**src/rtl/noc_local_port_mux.sv**
```systemverilog
// rtl/noc_local_port_mux.sv - round-robin, packet-atomic, credit-gated mux onto a router local port
module noc_local_port_mux #(
    parameter int NUM_CHANNELS      = 4,
    parameter int FLIT_WIDTH        = 32,
    parameter int DEST_WIDTH        = 4,
    parameter int FLIT_BUFFER_DEPTH = 2,
    localparam int PW = (NUM_CHANNELS > 1) ? $clog2(NUM_CHANNELS) : 1,
    localparam int CW = $clog2(FLIT_BUFFER_DEPTH + 1)
) (
    input  logic                               clk_noc,
    input  logic                               rst_n,
    input  logic [NUM_CHANNELS-1:0]            in_valid,
    output logic [NUM_CHANNELS-1:0]            in_ready,
    input  logic [NUM_CHANNELS*FLIT_WIDTH-1:0] in_data,
    input  logic [NUM_CHANNELS*DEST_WIDTH-1:0] in_dest,
    input  logic [NUM_CHANNELS-1:0]            in_is_tail,
    output logic [FLIT_WIDTH-1:0]              data_out,
    output logic [DEST_WIDTH-1:0]              dest_out,
    output logic                               is_tail_out,
    output logic                               send_out,
    input  logic                               credit_in,
    output logic [PW-1:0]                      active_channel,
    output logic                               locked,
    output logic                               credit_err
);

    typedef enum logic {ST_IDLE, ST_LOCKED} state_t;

    state_t                r_state;
    logic [PW-1:0]         r_rr_ptr;
    logic [PW-1:0]         r_active;
    logic [CW-1:0]         r_credits;
    logic [FLIT_WIDTH-1:0] r_data;
    logic [DEST_WIDTH-1:0] r_dest;
    logic                  r_tail;
    logic                  r_send;
    logic                  r_locked;
    logic                  r_err;

    logic [PW:0]   w_idx;
    logic [PW-1:0] w_grant;
    logic          w_grant_found;
    logic [PW-1:0] w_sel;
    logic          w_sel_ok;
    logic          w_can;
    logic          w_accept;
    logic          w_tail;
    logic [PW-1:0] w_next_ptr;
    logic          w_full;

    // Search from the round-robin pointer upward, wrapping at NUM_CHANNELS.
    always_comb begin
        w_grant       = '0;
        w_grant_found = 1'b0;
        w_idx         = '0;
        for (int k = 0; k < NUM_CHANNELS; k++) begin
            w_idx = {1'b0, r_rr_ptr} + (PW+1)'(k);
            if (w_idx >= (PW+1)'(NUM_CHANNELS))
                w_idx = w_idx - (PW+1)'(NUM_CHANNELS);
            if (!w_grant_found && in_valid[w_idx[PW-1:0]]) begin
                w_grant       = w_idx[PW-1:0];
                w_grant_found = 1'b1;
            end
        end
    end

    assign w_sel      = (r_state == ST_LOCKED) ? r_active : w_grant;
    assign w_sel_ok   = (r_state == ST_LOCKED) || w_grant_found;
    assign w_can      = rst_n && (r_credits != '0) && w_sel_ok;
    assign in_ready   = w_can ? (NUM_CHANNELS'(1) << w_sel) : '0;
    assign w_accept   = w_can && in_valid[w_sel];
    assign w_tail     = in_is_tail[w_sel];
    assign w_next_ptr = (w_sel == PW'(NUM_CHANNELS - 1)) ? '0 : w_sel + PW'(1);
    assign w_full     = (r_credits == CW'(FLIT_BUFFER_DEPTH));

    always_ff @(posedge clk_noc or negedge rst_n) begin
        if (!rst_n) begin
            r_state   <= ST_IDLE;
            r_rr_ptr  <= '0;
            r_active  <= '0;
            r_credits <= CW'(FLIT_BUFFER_DEPTH);
            r_data    <= '0;
            r_dest    <= '0;
            r_tail    <= 1'b0;
            r_send    <= 1'b0;
            r_locked  <= 1'b0;
            r_err     <= 1'b0;
        end else begin
            r_send <= w_accept;
            if (w_accept) begin
                r_data <= in_data[int'(w_sel)*FLIT_WIDTH +: FLIT_WIDTH];
                r_dest <= in_dest[int'(w_sel)*DEST_WIDTH +: DEST_WIDTH];
                r_tail <= w_tail;
            end

            // Accept and return in the same cycle cancel out.
            if (w_accept && !credit_in) begin
                r_credits <= r_credits - CW'(1);
            end else if (!w_accept && credit_in) begin
                if (w_full)
                    r_err <= 1'b1;
                else
                    r_credits <= r_credits + CW'(1);
            end

            case (r_state)
                ST_IDLE: begin
                    if (w_accept) begin
                        if (w_tail) begin
                            r_rr_ptr <= w_next_ptr;
                        end else begin
                            r_state  <= ST_LOCKED;
                            r_active <= w_sel;
                            r_locked <= 1'b1;
                        end
                    end
                end
                ST_LOCKED: begin
                    if (w_accept && w_tail) begin
                        r_state  <= ST_IDLE;
                        r_rr_ptr <= w_next_ptr;
                        r_locked <= 1'b0;
                    end
                end
                default: r_state <= ST_IDLE;
            endcase
        end
    end

    assign data_out       = r_data;
    assign dest_out       = r_dest;
    assign is_tail_out    = r_tail;
    assign send_out       = r_send;
    assign active_channel = r_active;
    assign locked         = r_locked;
    assign credit_err     = r_err;

endmodule

```
**config.mk**
```make
export PLATFORM = sky130hd
export DESIGN_NAME = noc_local_port_mux
export DESIGN_NICKNAME = d
export VERILOG_FILES = /design/src/rtl/noc_local_port_mux.sv
export SDC_FILE = /design/constraint.sdc
export NUM_CORES = 1
export LEC_CHECK = 0
export CORE_MARGIN = 3
export CORE_UTILIZATION = 30
export CTS_BUF_LIST = sky130_fd_sc_hd__clkbuf_8
export DETAILED_ROUTE_END_ITERATION = 16
export MAX_ROUTING_LAYER = met4
export PLACE_DENSITY = 0.79
export SYNTH_ARGS = -nofsm -noshare
export SYNTH_HDL_FRONTEND = slang
export SYNTH_SLANG_ARGS = --single-unit
export TNS_END_PERCENT = 30
```
**constraint.sdc**
```tcl
create_clock -name clk_noc -period 3.4 [get_ports clk_noc]
set_input_delay 0.68 -clock clk_noc [delete_from_list [all_inputs] [get_ports clk_noc]]
set_output_delay 0.68 -clock clk_noc [all_outputs]
set_load 0.05 [all_outputs]
```
== After elaboration in Yosys (flattened, before gate mapping) ==
Index checks and enable logic that the tools add are counted.

* Flip-flop bits (word level): 47
* Input port bits: 155
* Output and inout bits: 46
* Word-level logic and storage cells: 106

* Add/subtract/negate cells: 10
* Order comparisons: 9
* Equal/unequal tests: 7
* Shift-type cells: 3
* Muxes and demuxes: 42
* Bitwise operators: 3
* Reductions and logical operators: 22

{| class="wikitable"
|+ Operators with widths
! operator !! number
|-
| 128-bit by 8-bit indexed part select with 32-bit output || 1
|-
| 2-bit 2-to-1 mux || 16
|-
| 1-bit 2-to-1 mux || 16
|-
| 16-bit by 5-bit indexed part select with 4-bit output || 1
|-
| 2-bit by 3-bit less-than comparator with 1-bit output, second input constant || 5
|-
| 1-bit binary-select mux with 2-bit select || 6
|-
| 3-bit AND reduction || 4
|-
| 2-bit by 1-bit subtractor with 2-bit output, second input constant || 5
|-
| 3-bit >= comparator, second input constant || 3
|-
| 1-bit logical AND || 9
|-
| 2-bit by 2-bit adder with 3-bit output, second input constant || 2
|-
| 2-bit != test, second input constant || 3
|-
| 1-bit zero test || 5
|-
| 2-bit by 1-bit adder with 2-bit output, second input constant || 2
|-
| 2-bit == test, second input constant || 2
|-
| 4-bit 2-to-1 mux || 1
|-
| 2-bit by 1-bit != test with 1-bit output, second input constant || 2
|-
| 1-bit one-hot mux with 2 select lines || 2
|-
| 2-bit one-hot mux with 2 select lines || 1
|-
| 2-bit nonzero test || 2
|-
| 1-bit by 2-bit << shifter with 4-bit output, first input constant || 1
|-
| 2-bit by 1-bit adder with 3-bit output, second input constant || 1
|-
| 2-bit by 3-bit >= comparator with 1-bit output, second input constant || 1
|-
| 1-bit inverter || 3
|-
| 2 further kinds || 2
|}

== Depth between registers and ports, before layout ==
Gate-level depths: netlist of the first run.

* Word-level depth: 22
* Depth in mapped cells: 12

== Worst setup path after synthesis of the first run ==
No wires, ideal clock.

* Kind: input port to output port
* Start: input in_valid[0]
* End: output in_ready[0]
* Arrival time: 2313 ps
* Data required time: 2720 ps
* Path slack: 407 ps
* Cell stages on the path: 8
* Path buffers: 2
* Path through: nor2b_2 a221oi_2 o21a_2 inv_2 buf_2 clkbuf_1 ha_1 and2_1

* Cells in the longest elaborated chain, start to end: 15
* Elaborated cells between the ends (all ways): 27

{| class="wikitable"
|+ Ends and longest elaborated chain
! what !! line !! text
|-
| start: declaration || 12 || <nowiki>input logic [NUM_CHANNELS-1:0] in_valid,</nowiki>
|-
| 1-bit binary-select mux with 2-bit select || 60 || <nowiki>if (!w_grant_found && in_valid[w_idx[PW-1:0]]) begin</nowiki>
|-
| 1-bit 2-to-1 mux (implied by the code) || 60 ||
|-
| 1-bit 2-to-1 mux || 60 ||
|-
| 1-bit zero test || 60 ||
|-
| 1-bit logical AND || 60 ||
|-
| 1-bit 2-to-1 mux || 60 ||
|-
| 1-bit zero test || 60 ||
|-
| 1-bit logical AND || 60 ||
|-
| 1-bit 2-to-1 mux || 60 ||
|-
| 1-bit zero test || 60 ||
|-
| 1-bit logical AND || 60 ||
|-
| 2-bit 2-to-1 mux * || 60 ||
|-
| 2-bit 2-to-1 mux * || 67 || <nowiki>assign w_sel = (r_state == ST_LOCKED) ? r_active : w_grant;</nowiki>
|-
| net w_sel[0] || 43 || <nowiki>logic [PW-1:0] w_sel;</nowiki>
|-
| 1-bit by 2-bit << shifter with 4-bit output * || 70 || <nowiki>assign in_ready = w_can ? (NUM_CHANNELS'(1) << w_sel) : '0;</nowiki>
|-
| 4-bit 2-to-1 mux * || 70 ||
|-
| end: declaration || 13 || <nowiki>output logic [NUM_CHANNELS-1:0] in_ready,</nowiki>
|}

Mark *: on every way through the listed nets, which the timed path passes. The rest lies on a longest branch. The select of a mux whose other input is x is not followed.

== Worst setup path after layout of the first run ==
* Start: input in_valid[0]
* End: output in_ready[1]

* Cells in the longest elaborated chain, start to end: 15
* Elaborated cells between the ends (all ways): 27

{| class="wikitable"
|+ Ends and longest elaborated chain
! what !! line
|-
| 1-bit binary-select mux with 2-bit select || 60
|-
| 1-bit 2-to-1 mux (implied by the code) || 60
|-
| 1-bit 2-to-1 mux || 60
|-
| 1-bit zero test || 60
|-
| 1-bit logical AND || 60
|-
| 1-bit 2-to-1 mux || 60
|-
| 1-bit zero test || 60
|-
| 1-bit logical AND || 60
|-
| 1-bit 2-to-1 mux || 60
|-
| 1-bit zero test || 60
|-
| 1-bit logical AND || 60
|-
| 2-bit 2-to-1 mux or 1-bit 2-to-1 mux (tied branches) || 60
|-
| 2-bit 2-to-1 mux or 1-bit logical OR (tied branches) || 67, 68
|-
| 1-bit by 2-bit << shifter with 4-bit output or 1-bit logical AND (tied branches) || 70, 69
|-
| 4-bit 2-to-1 mux * || 70
|}

Every way passes the cells marked *; elsewhere a longest branch is shown, timed or not. The select of a mux whose other input is x is not followed.

==> flow_summary.yaml, run 1 <==
global_routing:
  grt_max_degree: 48
  overflow: 0
  grt_pass1_vias: 3685
  grt_use_total_pct: 18.5
  antenna_found_initial: 0
  grt_pass1_wl_um: 17200
worst_setup_path:
  worstPathArrival_ns: 2.50
  cp_data_required_time_ns: 2.72
  path_class: "primary input to primary output"
  worstSetupStartpoint: "in_valid[0]"
  endpoint_kind: "primary output"
  r2r_end: "r_rr_ptr[0]"
  r2r_cells: 9
  start_kind: "primary input"
  crit_fanout: 7
  r2r_slack_ns: 0.66
  cp-endpoint: "in_ready[1]"
finish:
  area_growth_syn_to_layout_pct: 70.0
  n_antenna_cell: 0
  layout-drive-gt1-share_pct: 5.49
  nets: 816
floorplan:
  start_util_pct: 31.7
  core_area_mm2: 0.0100
  boundaryPins: 201
  die_h_um: 109
  dieArea_mm2: 0.0119
  die_x_um: 109
  rows: 36
pwr:
  peakVddDrop_uv: 468
  leakage_nw: 2.38
  powerDensity_mw_per_mm2: 915
clock_network:
  tritoncts: "done"
  cts_root_buffer: "clkbuf_8"
  cts.clk_slew.worst_paths_ns: 0.08
  numCtsBuffers: 5
  clk-insertion-delay-late_ns: 0.29
  htreeDepth: 2
  cts_hold_buffers: 0
  cts.sinks: 47
  cts_resized: 0
  cts_setup_buffers: 0
  clockBufferDepth: 2
timing:
  setup_tns_ns: 0
  hold_ws_ns: 0.483
  slew_violations: 0
  rsz0062_at_grt: "false"
  fin_skew_ns: 0.00762
  fin_crit_ns: 3.18
  post-route-period-util_pct: 93.5
  clock.fmax_mhz: 314
  hold_violations: 0
  relSlewSlack_pct: 60.2
  setup_viol: 0
  worst-slew-pin-transition_ns: 0.597
logic_synthesis:
  synth_top_family_by_area: "simple AND/OR/NAND/NOR gates"
  yosys.area_share.simple_pct: 34.8
  syn-num-nets: 630
  async_reset_ff_share_pct: 100
  synthMuxAreaShare_pct: 1.34
  synth_most_common_cell: "nand2_1"
  synth_top_area_share_pct: 36.2
  synth_xor_xnor_area_share_pct: 0.551
  postSynthCellCount: 469
  synth-seq-cells: 47
  syn_area_per_cell_um2: 6.78
  synth_area_mm2: 0.00318
  yosysUniqueCellTypes: 40
  yosys.area.top_type: "dfrtp_1"
  synth_fa_ha_area_share_pct: 2.36
  ys_top_cells_by_count: "112 x nand2_1, 110 x nor2_1, 70 x o21ai_0"
  yosysWarnings: 0
  synthFlopType: "dfrtp_1"
  synth_compound_area_share_pct: 18.1
  synth-edff-count: 0
  synthTopCellsByArea: "dfrtp_1 36%, nand2_1 13%, nor2_1 13%, o21ai_0 11%, nand3_1 5.8%"
  ys_seq_area_share_pct: 37.0
detailed_routing:
  drc_errors: 0
  dr.pass1.iters: 4
  vias: 3748
  routedWlPerCell_um: 13.9
  routed_wl_um: 11000
  ant_nets: 0
  drtIter0Drc: 148
  via_per_inst: 4.75
worst_hold_path:
  hp-class: "register to register"
place:
  gp_congestion: 0.851
  portBuffers: 200
  dp_hpwl_um: 8900
outcome:
  status: "finished, final reports clean"
run:
  maxCapViolCount: 0
[how the worst min path moves through the flow]
stage	startpoint	end	cells after the start
2_1_floorplan	rst_n	async pin	0
3_3_place_gp	data_out[3]	data_out[3]	2
3_5_place_dp	data_out[21]	data_out[21]	2
4_1_cts	data_out[21]	data_out[21]	2
5_1_grt	data_out[21]	data_out[21]	2
6_report	data_out[6]	data_out[6]	2
[registers in the layout, indices dropped and copies added, names as in the netlist, named ones only]
register        count
data_out           32
dest_out            4
active_channel      2
r_credits           2
r_rr_ptr            2
credit_err          1
is_tail_out         1
locked              1
send_out            1
[cells in the final DEF, fill, tap and decap left out, drive strengths merged, types with 2 or more instances in the layout]
cell type and n:
nor2 110, and2 5, a21oi 4, buf 17
a21o 3, mux2i 2, nand2 112, nor2b 3
nand3 38, ha 6, clkbuf 5, nor3 2
clkdlybuf4s50 195, dfrtp 46, o21ai 75, mux2 2
a211o 2, o31ai 5, inv 9
[worst max-delay path: stages]
cell,delay (ns)
clkdlybuf4s50_1,0.56
a21o_1,0.18
a21boi_1,0.08
o31a_2,0.36
inv_2,0.15
ha_1,0.16
and2_1,0.18
buf_12,0.15
[routing by layer]
layer | wire, um | track usage, % | share of wire [%] | vias up
met4 | 184 | 5.41 | 1.7 | 0
met2 | 5620 | 32.7 | 51 | 132
met5 | 0 | - | 0 | -
met3 | 723 | 3.37 | 6.6 | 14
li1 | - | - | - | 1908
met1 | 4460 | 21.3 | 41 | 1694
[kinds of logic (layout without fill, tap and decap cells)]
logic type / count (synthesis) / in the layout
and+or+nand+nor: 272 / 272
buffers and inverters: 40 / 227
xor gates and xnor gates: 2 / 2
adders and majority gates: 6 / 6
muxes: 4 / 4
AOI/OAI and AO/OA: 98 / 98
DFF: 47 / 47
[power by group]
group | switching [mW] | total (mW) | internal, mW
sequential | 0.185 | 1.01 | 0.829
clock | 0.178 | 0.316 | 0.139
combinational | 2.32 | 3.62 | 1.30
total | 2.68 | 4.95 | 2.27
[per-stage QoR]
stage	utilization, %	area [um2]	power [mW]	setup WS (ns)	instances
6_report	53.8	5410	4.95	0.220	789
3_3_place_gp	53.0	5330	4.58	0.228	781
2_1_floorplan	-	3180	3.51	0.407	469
4_1_cts	53.8	5410	5.00	0.217	789
5_1_grt	53.8	5410	5.41	0.0866	789
3_5_place_dp	53.0	5330	4.68	0.0408	781
[cell type report]
class	count	area (um2)
Timing Repair Buffer	212	2140
Fill cell	956	4640
Multi-Input combinational cell	382	1820
Sequential cell	47	1180
Clock buffer	5	68.8
Inverter	7	26.3
Tap cell	133	166
Clock inverter	3	12.5
Note: power is estimated with default switching activity, not from simulation.
==> run 2: changes to the inputs <==
--- a/config.mk
+++ b/config.mk
@@ -10,7 +10,7 @@
 export CTS_BUF_LIST = sky130_fd_sc_hd__clkbuf_8
 export DETAILED_ROUTE_END_ITERATION = 16
 export MAX_ROUTING_LAYER = met4
-export PLACE_DENSITY = 0.79
+export PLACE_DENSITY = 0.68
 export SYNTH_ARGS = -nofsm -noshare
 export SYNTH_HDL_FRONTEND = slang
 export SYNTH_SLANG_ARGS = --single-unit
==> run 2 against run 1 <==
Total power rose by 1.5%. Clock skew down 0.00053 ns. Combinational power barely moved. Maximum frequency is 1.6% lower. Die area unchanged. Clock power rose by 34%. Cell area increased by 0.39%. Sequential power about the same. Global-route usage grew 0.29 points. Critical path depth stayed put. Largest cell class unchanged. Largest power group unchanged. Highest routed layer unchanged.
==> flow_summary.yaml, run 2 (synthesized netlist as in run 1, its figures left out) <==
run:
  maxCapViolCount: 0
pwr:
  pwr-share-seq_pct: 20.0
  powerDensity_mw_per_mm2: 925
  intPower_mw: 2.36
  p_total_mw: 5.02
  leakage_nw: 2.38
  combPwrFrac_pct: 71.5
  peakVddDrop_uv: 533
  pwr-share-clk_pct: 8.4
  sw_frac_of_total_pct: 53.1
  power_switching_mw: 2.67
clock_network:
  cts_root_buffer: "clkbuf_8"
  cts.sinks: 47
  numCtsBuffers: 5
  cts_hold_buffers: 0
  htreeDepth: 2
  cts_setup_buffers: 0
  cts.clk_slew.worst_paths_ns: 0.08
  cts_resized: 0
  clk-insertion-delay-late_ns: 0.29
  tritoncts: "done"
  clockBufferDepth: 2
floorplan:
  boundaryPins: 201
  start_util_pct: 31.7
  dieArea_mm2: 0.0119
  die_h_um: 109
  rows: 36
  core_area_mm2: 0.0100
  die_x_um: 109
timing:
  hold_ws_ns: 0.481
  fin_skew_ns: 0.00709
  setup_viol: 0
  relSlewSlack_pct: 59.7
  worst_slack_ns: 0.167
  setup_tns_ns: 0
  hold_violations: 0
  post-route-period-util_pct: 95.1
  rsz0062_at_grt: "false"
  slew_violations: 0
  worst-slew-pin-transition_ns: 0.604
  fin_crit_ns: 3.23
  clock.fmax_mhz: 309
detailed_routing:
  vias: 3693
  drtIter0Drc: 147
  ant_nets: 0
  drc_errors: 0
  via_per_inst: 4.69
  dr.pass1.iters: 4
  routed_wl_um: 10900
  routedWlPerCell_um: 13.8
global_routing:
  overflow: 0
  grt_pass1_wl_um: 17500
  antenna_found_initial: 0
  grt_max_degree: 48
  grt_use_total_pct: 18.8
  grt_pass1_vias: 3703
worst_setup_path:
  worstPathArrival_ns: 2.55
  r2r_slack_ns: 0.77
  path_class: "primary input to primary output"
  crit_fanout: 8
  endpoint_kind: "primary output"
  r2r_cells: 9
  cp_data_required_time_ns: 2.72
  r2r_end: "r_rr_ptr[0]"
  start_kind: "primary input"
finish:
  fin_area_mm2: 0.00543
  nets: 814
  n_antenna_cell: 0
  layout_commonest_cell: "clkdlybuf4s50_1"
  area_growth_syn_to_layout_pct: 70.7
  largest_reg_flops: 32
  postLayoutCoreUtil_pct: 54.1
  layout-drive-gt1-share_pct: 5.50
  finalNonFillerCells: 787
  final_cell_mix: "195 x clkdlybuf4s50_1, 112 x nand2_1, 110 x nor2_1"
place:
  dpl_cell_area_mm2: 0.00531
  portBuffers: 200
  dp_hpwl_um: 8680
  gp_congestion: 0.902
  place_inst: 779
  pre_cts_slack_ns: 0.0704
worst_hold_path:
  hp-class: "primary input to async pin"
outcome:
  status: "finished, final reports clean"
-- run 2: cell type report --
class | instances | area (um2)
Inverter | 7 | 26.3
Tap cell | 133 | 166
Fill cell | 949 | 4610
Multi-Input combinational cell | 382 | 1820
Sequential cell | 47 | 1180
Clock buffer | 6 | 82.6
Clock inverter | 2 | 35.0
Timing Repair Buffer | 210 | 2120
-- run 2: worst max-delay path by stage --
stage	depth (start not counted)	endpoint	start	slack, ns
floorplan	8	in_ready[0]	in_valid[0]	0.41
global placement	9	r_rr_ptr[0]	in_valid[1]	0.23
detailed placement	9	r_rr_ptr[0]	in_valid[1]	0.07
CTS	8	in_ready[0]	in_valid[1]	0.16
global route	8	in_ready[0]	in_valid[1]	0.06
finish	8	in_ready[0]	in_valid[1]	0.17
-- run 2: power groups by stage --
stage | Clock [mW] | Sequential (mW) | Combinational (mW)
after detailed placement | 0 | 1.02 | 3.63
after CTS | 0.441 | 1.01 | 3.64
after global routing | 0.466 | 1.04 | 4.00
after global placement | 0 | 1.00 | 3.58
final | 0.424 | 1.00 | 3.59
after floorplan | 0 | 1.76 | 1.75
-- run 2: critical path, stage by stage --
cell and delay, ns:
clkdlybuf4s50_1 0.65, a21o_1 0.16, a21boi_1 0.08, o31a_2 0.36, inv_2 0.14, ha_1 0.16
and2_1 0.16, buf_12 0.14
-- run 2: routing by layer --
metal,up-vias,share of wire (%),track usage [%]
met5,-,0,-
met4,0,1.7,4.87
met3,15,6.4,3.85
met2,119,52,33.6
met1,1661,40,21.3
li1,1898,-,-
